===== src/rtl/conv2d_row_sum.sv =====
// conv2d_row_sum
// Reduction stage behind a bank of WT_DIM conv2D row PEs. Each PE streams
// 1D partial sums with no backpressure. Every stream goes into its own
// alignment FIFO. When all FIFOs hold a word, one word is popped from each
// FIFO, and the words are added together and presented on a ready/valid
// output. A run produces fm_dim*fm_dim results and then pulses done.
//
// Ports
//   clk, rst_n   clock, synchronous active-low reset
//   start        one-cycle pulse, accepted only in IDLE; latches fm_dim
//   fm_dim       feature-map dimension
//   pe_data_i    PE i result in bits [i*DWIDTH +: DWIDTH]
//   pe_valid_i   per-PE result valid (no ready returned)
//   out_data     summed result, held while out_valid & !out_ready
//   out_valid    out_data valid
//   out_ready    consumer accepts
//   busy         high while a run is active
//   done         one-cycle pulse after the last result is accepted
//   overflow     sticky: a PE word was dropped on a full FIFO
module conv2d_row_sum #(
    parameter int DWIDTH     = 32,
    parameter int WT_DIM     = 3,
    parameter int FIFO_DEPTH = 8
) (
    input  logic                     clk,
    input  logic                     rst_n,
    input  logic                     start,
    input  logic [DWIDTH-1:0]        fm_dim,
    input  logic [WT_DIM*DWIDTH-1:0] pe_data_i,
    input  logic [WT_DIM-1:0]        pe_valid_i,
    output logic [DWIDTH-1:0]        out_data,
    output logic                     out_valid,
    input  logic                     out_ready,
    output logic                     busy,
    output logic                     done,
    output logic                     overflow
);
    localparam int AW = $clog2(FIFO_DEPTH);
    localparam logic [AW:0]       PTR_ONE = (AW + 1)'(1);
    localparam logic [DWIDTH-1:0] CNT_ONE = DWIDTH'(1);

    typedef enum logic [1:0] {IDLE, RUN, DONE} state_t;

    state_t                     state;
    logic [DWIDTH-1:0]          total;
    logic [DWIDTH-1:0]          pop_cnt;
    logic [DWIDTH-1:0]          acc_cnt;

    logic [DWIDTH-1:0]          mem [WT_DIM][FIFO_DEPTH];
    // Pointers carry one extra wrap bit so full and empty can be told apart.
    logic [AW:0]                wr_ptr [WT_DIM];
    logic [AW:0]                rd_ptr [WT_DIM];

    logic [WT_DIM-1:0]          empty;
    logic [WT_DIM-1:0]          full;
    logic [WT_DIM-1:0]          push;
    logic [WT_DIM-1:0]          drop;
    logic [WT_DIM*DWIDTH-1:0]   heads;
    logic                       pop;
    logic                       accept;
    logic                       last_accept;

    function automatic logic [DWIDTH-1:0] square_trunc(input logic [DWIDTH-1:0] d);
        return d * d;
    endfunction

    // The sum wraps modulo 2^DWIDTH. No saturation is applied.
    function automatic logic [DWIDTH-1:0] wrap_sum(input logic [WT_DIM*DWIDTH-1:0] h);
        logic [DWIDTH-1:0] s;
        s = '0;
        for (int i = 0; i < WT_DIM; i++) begin
            s = s + h[i*DWIDTH +: DWIDTH];
        end
        return s;
    endfunction

    always_comb begin
        empty = '0;
        full  = '0;
        heads = '0;
        for (int i = 0; i < WT_DIM; i++) begin
            empty[i] = (wr_ptr[i] == rd_ptr[i]);
            full[i]  = (wr_ptr[i][AW] != rd_ptr[i][AW]) &&
                       (wr_ptr[i][AW-1:0] == rd_ptr[i][AW-1:0]);
            heads[i*DWIDTH +: DWIDTH] = mem[i][rd_ptr[i][AW-1:0]];
        end
    end

    // All FIFOs pop together, so their heads stay aligned on the same output index.
    assign pop = (state == RUN) && !(|empty) && (pop_cnt < total) && (!out_valid || out_ready);

    always_comb begin
        push = '0;
        drop = '0;
        for (int i = 0; i < WT_DIM; i++) begin
            // A full FIFO can accept a word only when it pops in the same cycle.
            push[i] = (state == RUN) && pe_valid_i[i] && (!full[i] || pop);
            drop[i] = (state == RUN) && pe_valid_i[i] && full[i] && !pop;
        end
    end

    assign accept      = out_valid && out_ready;
    assign last_accept = accept && (acc_cnt == total - CNT_ONE);

    always_ff @(posedge clk) begin
        for (int i = 0; i < WT_DIM; i++) begin
            if (push[i]) begin
                mem[i][wr_ptr[i][AW-1:0]] <= pe_data_i[i*DWIDTH +: DWIDTH];
            end
        end
    end

    always_ff @(posedge clk) begin
        if (!rst_n) begin
            state     <= IDLE;
            total     <= '0;
            pop_cnt   <= '0;
            acc_cnt   <= '0;
            out_data  <= '0;
            out_valid <= 1'b0;
            busy      <= 1'b0;
            done      <= 1'b0;
            overflow  <= 1'b0;
            for (int i = 0; i < WT_DIM; i++) begin
                wr_ptr[i] <= '0;
                rd_ptr[i] <= '0;
            end
        end else begin
            done <= 1'b0;
            case (state)
                IDLE: begin
                    if (start) begin
                        state    <= RUN;
                        busy     <= 1'b1;
                        total    <= square_trunc(fm_dim);
                        pop_cnt  <= '0;
                        acc_cnt  <= '0;
                        overflow <= 1'b0;
                        // Words left over from the previous run are flushed here.
                        for (int i = 0; i < WT_DIM; i++) begin
                            wr_ptr[i] <= '0;
                            rd_ptr[i] <= '0;
                        end
                    end
                end
                RUN: begin
                    for (int i = 0; i < WT_DIM; i++) begin
                        if (push[i]) wr_ptr[i] <= wr_ptr[i] + PTR_ONE;
                        if (pop)     rd_ptr[i] <= rd_ptr[i] + PTR_ONE;
                    end
                    if (|drop) overflow <= 1'b1;
                    if (pop) begin
                        out_data  <= wrap_sum(heads);
                        out_valid <= 1'b1;
                        pop_cnt   <= pop_cnt + CNT_ONE;
                    end else if (out_ready) begin
                        out_valid <= 1'b0;
                    end
                    if (accept) acc_cnt <= acc_cnt + CNT_ONE;
                    // An empty run ends on the first cycle in RUN.
                    if (total == '0 || last_accept) begin
                        state <= DONE;
                        busy  <= 1'b0;
                        done  <= 1'b1;
                    end
                end
                DONE: begin
                    state <= IDLE;
                end
                default: begin
                    state <= IDLE;
                    busy  <= 1'b0;
                end
            endcase
        end
    end
endmodule


===== config.mk =====
export PLATFORM = sky130hd
export DESIGN_NAME = conv2d_row_sum
export DESIGN_NICKNAME = d
export VERILOG_FILES = /design/src/rtl/conv2d_row_sum.sv
export SDC_FILE = /design/constraint.sdc
export NUM_CORES = 2
export LEC_CHECK = 0
export ABC_AREA = 1
export BUFFER_PORTS_ARGS = -buffer_cell sky130_fd_sc_hd__buf_2
export CORE_MARGIN = 3
export CORE_UTILIZATION = 68
export CTS_CLUSTER_SIZE = 28
export DETAILED_ROUTE_END_ITERATION = 10
export PLACE_DENSITY = 0.86
export SETUP_SLACK_MARGIN = 0.15
export SLEW_MARGIN = 20
export SYNTH_ARGS = -nofsm -noshare
export SYNTH_HDL_FRONTEND = slang
export SYNTH_SLANG_ARGS = --single-unit

===== constraint.sdc =====
create_clock -name clk -period 13.65 [get_ports clk]
set_clock_uncertainty 0.05 [all_clocks]
set_input_delay 3.4125 -clock clk [delete_from_list [all_inputs] [get_ports clk]]
set_output_delay 3.4125 -clock clk [all_outputs]
set_load 0.01 [all_outputs]

==> flow_metrics.tcl <==
set metrics [dict create \
    status "finished clean" \
    routedWlPerCell_microns 21.6 \
    globalRouteTotalUtil_pct 34.8 \
    dr.pass1.iters 7 \
    num_vias 41200 \
    hold_viol_final 0 \
    worst_pin_slew_ps 1090 \
    fmax_mhz 98.3 \
    drt_iter0_markers 4907 \
    gr-total-overflow 0 \
    drv_slew 0 \
    synth.distinct_cells 58 \
    crit_required_ps 14190 \
    cp_slowest_cell "fa_1" \
    dieArea_sq_um 84200 \
    htreeDepth 3 \
    netlist_instances 5561 \
    antenna_found_initial 18 \
    synth.most_common_cell "nand2_1" \
    die-height_microns 290 \
    syn_area_per_cell_sq_um 9.88 \
    worstHoldEndpoint "out_data[18]" \
    placed_cells 6593 \
    crit_path_end_kind "flip-flop" \
    crit_chain "buf_2, nand2_1, inv_1, fa_1, fa_1, fa_1, inv_1, fa_1, fa_1, fa_1, fa_1, fa_1, inv_1, ha_1, nand2_1, nor4_1, o21ai_0, nand3_1, a21oi_1, nand3b_1, nand2_1, nand2_1, nand2_1" \
    critPathMaxStageDelay_ps 640 \
    r2r_start "rd_ptr[0][4]" \
    synthFlopType "edfxtp_1" \
    layout-drive-gt1-share_pct 7.22 \
    min_path_cells 2 \
    area_growth_pct 8.73 \
    synth_seq_cells 925 \
    hold_path.class "flip-flop to flip-flop" \
    ant_nets 0 \
    rsz0062_at_grt "no" \
    r2r_slack_ps 7690 \
    synth.top_cell.area_share_pct 43.3 \
    setup_tns_ps 0 \
    cts.sinks 925 \
    setup_viol 0 \
    cts_buffer_depth 3 \
    syn_area_sq_um 54900 \
    period_share_pct 74.5 \
    ios 171 \
    cts_buffers 89 \
    crit_path_start_kind "input pin" \
    synthesis.nets 6287 \
    synth_area_leader_cell "edfxtp_1" \
    period_needed_ps 10170 \
    cp_max_fo 28 \
    die_w_microns 290 \
    synthArstFlopShare_pct 0 \
    grt_start_max_net_pins 104 \
    yosysSeqAreaShare_pct 48.1 \
    start_util_pct 69.1 \
    clk_pin_slew_ps 60 \
    reg2reg_depth 18 \
    place.gp.congestion 0.960 \
    grt_pass1_vias 41500 \
    clock_latency_ps 690 \
    synthTopCellsByArea "edfxtp_1 43%, fa_1 14%, nand2_1 5.7%" \
    cap_violations 0 \
    drc_errors 0 \
    cts-resized-gates 0 \
    wl_microns 147000 \
    r2r_end "out_data[21]" \
    synth_edf_count 792 \
    crit_top_cell "fa_1" \
    tritoncts "built" \
    num_rows 103 \
    path_class "input pin to flip-flop" \
    cp_top_family "adder cells" \
    vias_per_cell 6.08 \
    relSlewSlack_pct 27.4 \
    worst-endpoint-arrival_ps 10710 \
    ys.warnings.count 0 \
    grt_pass1_wl_microns 228000 \
    dp_hpwl_microns 98700 \
    io_buffers 170 \
    cts_setup_buffers 0 \
    cts_root_buf "clkbuf_16" \
    holdCritStartpoint "out_data[18]" \
    ctsHoldBuffers 0 \
    netlist_top_cells_count "834 x nand2_1, 827 x nor2_1, 792 x edfxtp_1" \
    hold_ws_ps 420 \
    final_nets 6364 \
    final_cells 6773 \
    cp.buffers_inverters 4 \
    fp.coreArea_sq_um 79500 \
]
[layout by cell type, fill, tap and decap left out, types with 15 or more instances in the layout]
cell type / instances
clkbuf_16: 90
o22ai_1: 95
ha_1: 195
nand4_1: 45
xor2_1: 80
buf_2: 170
dfxtp_1: 133
xnor2_1: 52
nand2_1: 834
fa_1: 396
nor3_1: 47
clkbuf_1: 27
o21ai_0: 485
nor4_1: 17
edfxtp_1: 792
inv_2: 15
a21oi_1: 195
a31oi_1: 88
inv_1: 767
nor2_1: 806
clkinv_1: 19
nand3_1: 136
diode_2: 16
nor2_4: 25
buf_4: 40
[state kept, by name, summed over array words and instances, names as in the netlist]
signal	count
acc_cnt	32
busy	1
done	1
mem	768
out_data	32
out_valid	1
overflow	1
pop_cnt	32
rd_ptr	12
state	2
total	31
wr_ptr	12
[worst register-to-register path, delay by kind of cell (launching register included)]
family          cells  cell delay, ps
xor+xnor            1             210
fa+ha+maj           3            1280
buf+inv             4            2010
flops               1             330
simple gates        2             420
compound gates      8            1510
[metrics by stage]
step	area [sq um]	utilization (%)	setup slack, ps
CTS	59600	75.0	3680
finish	59700	75.1	3480
global placement	56700	71.3	3080
floorplan	54900	-	3820
detailed placement	56700	71.4	3030
global route	59700	75.1	3140
[layer usage]
layer	share of wire, %	wire length [microns]	track usage (%)	vias to the layer above
met3	9.3	13700	6.27	499
met4	6.2	9120	19.7	8
met1	36	53400	44.6	19700
met2	48	70200	56.4	2410
li1	-	-	-	18500
met5	0.035	52	0	-
[layout make-up]
cell class	instances	area (sq um)
Tap cell	1050	1310
Clock buffer	120	2390
Sequential cell	925	26400
Fill cell	5081	19800
Multi-Input combinational cell	3617	24800
Clock inverter	40	464
Inverter	788	2960
Antenna cell	16	40.0
Timing Repair Buffer	217	1320
[how the worst max path moves through the flow]
stage              start         to  slack [ps]  cells after the start
6_report       fm_dim[4]  total[31]        3480                     23
5_1_grt        fm_dim[4]  total[31]        3140                     23
4_1_cts        fm_dim[4]  total[31]        3680                     23
3_5_place_dp   fm_dim[4]  total[31]        3030                     23
3_3_place_gp   fm_dim[4]  total[31]        3080                     23
2_1_floorplan  fm_dim[2]  total[26]        3820                     28
[logic make-up (layout without fill, tap and decap cells)]
family | Yosys count | after routing | synth area share (%)
and+or+nand+nor | 1955 | 1955 | 14.5
AOI/OAI and AO/OA | 937 | 937 | 9.31
xor gates and xnor gates | 133 | 133 | 2.15
other | 0 | 16 | 0
buffers and inverters | 1019 | 1165 | 7.05
DFF | 925 | 925 | 48.1
muxes | 1 | 1 | 0.0205
adders and majority gates | 591 | 591 | 18.9
Power is left out: the tool's default activity adds up to more than one toggle a clock period on the data nets, which glitch-free logic cannot reach.
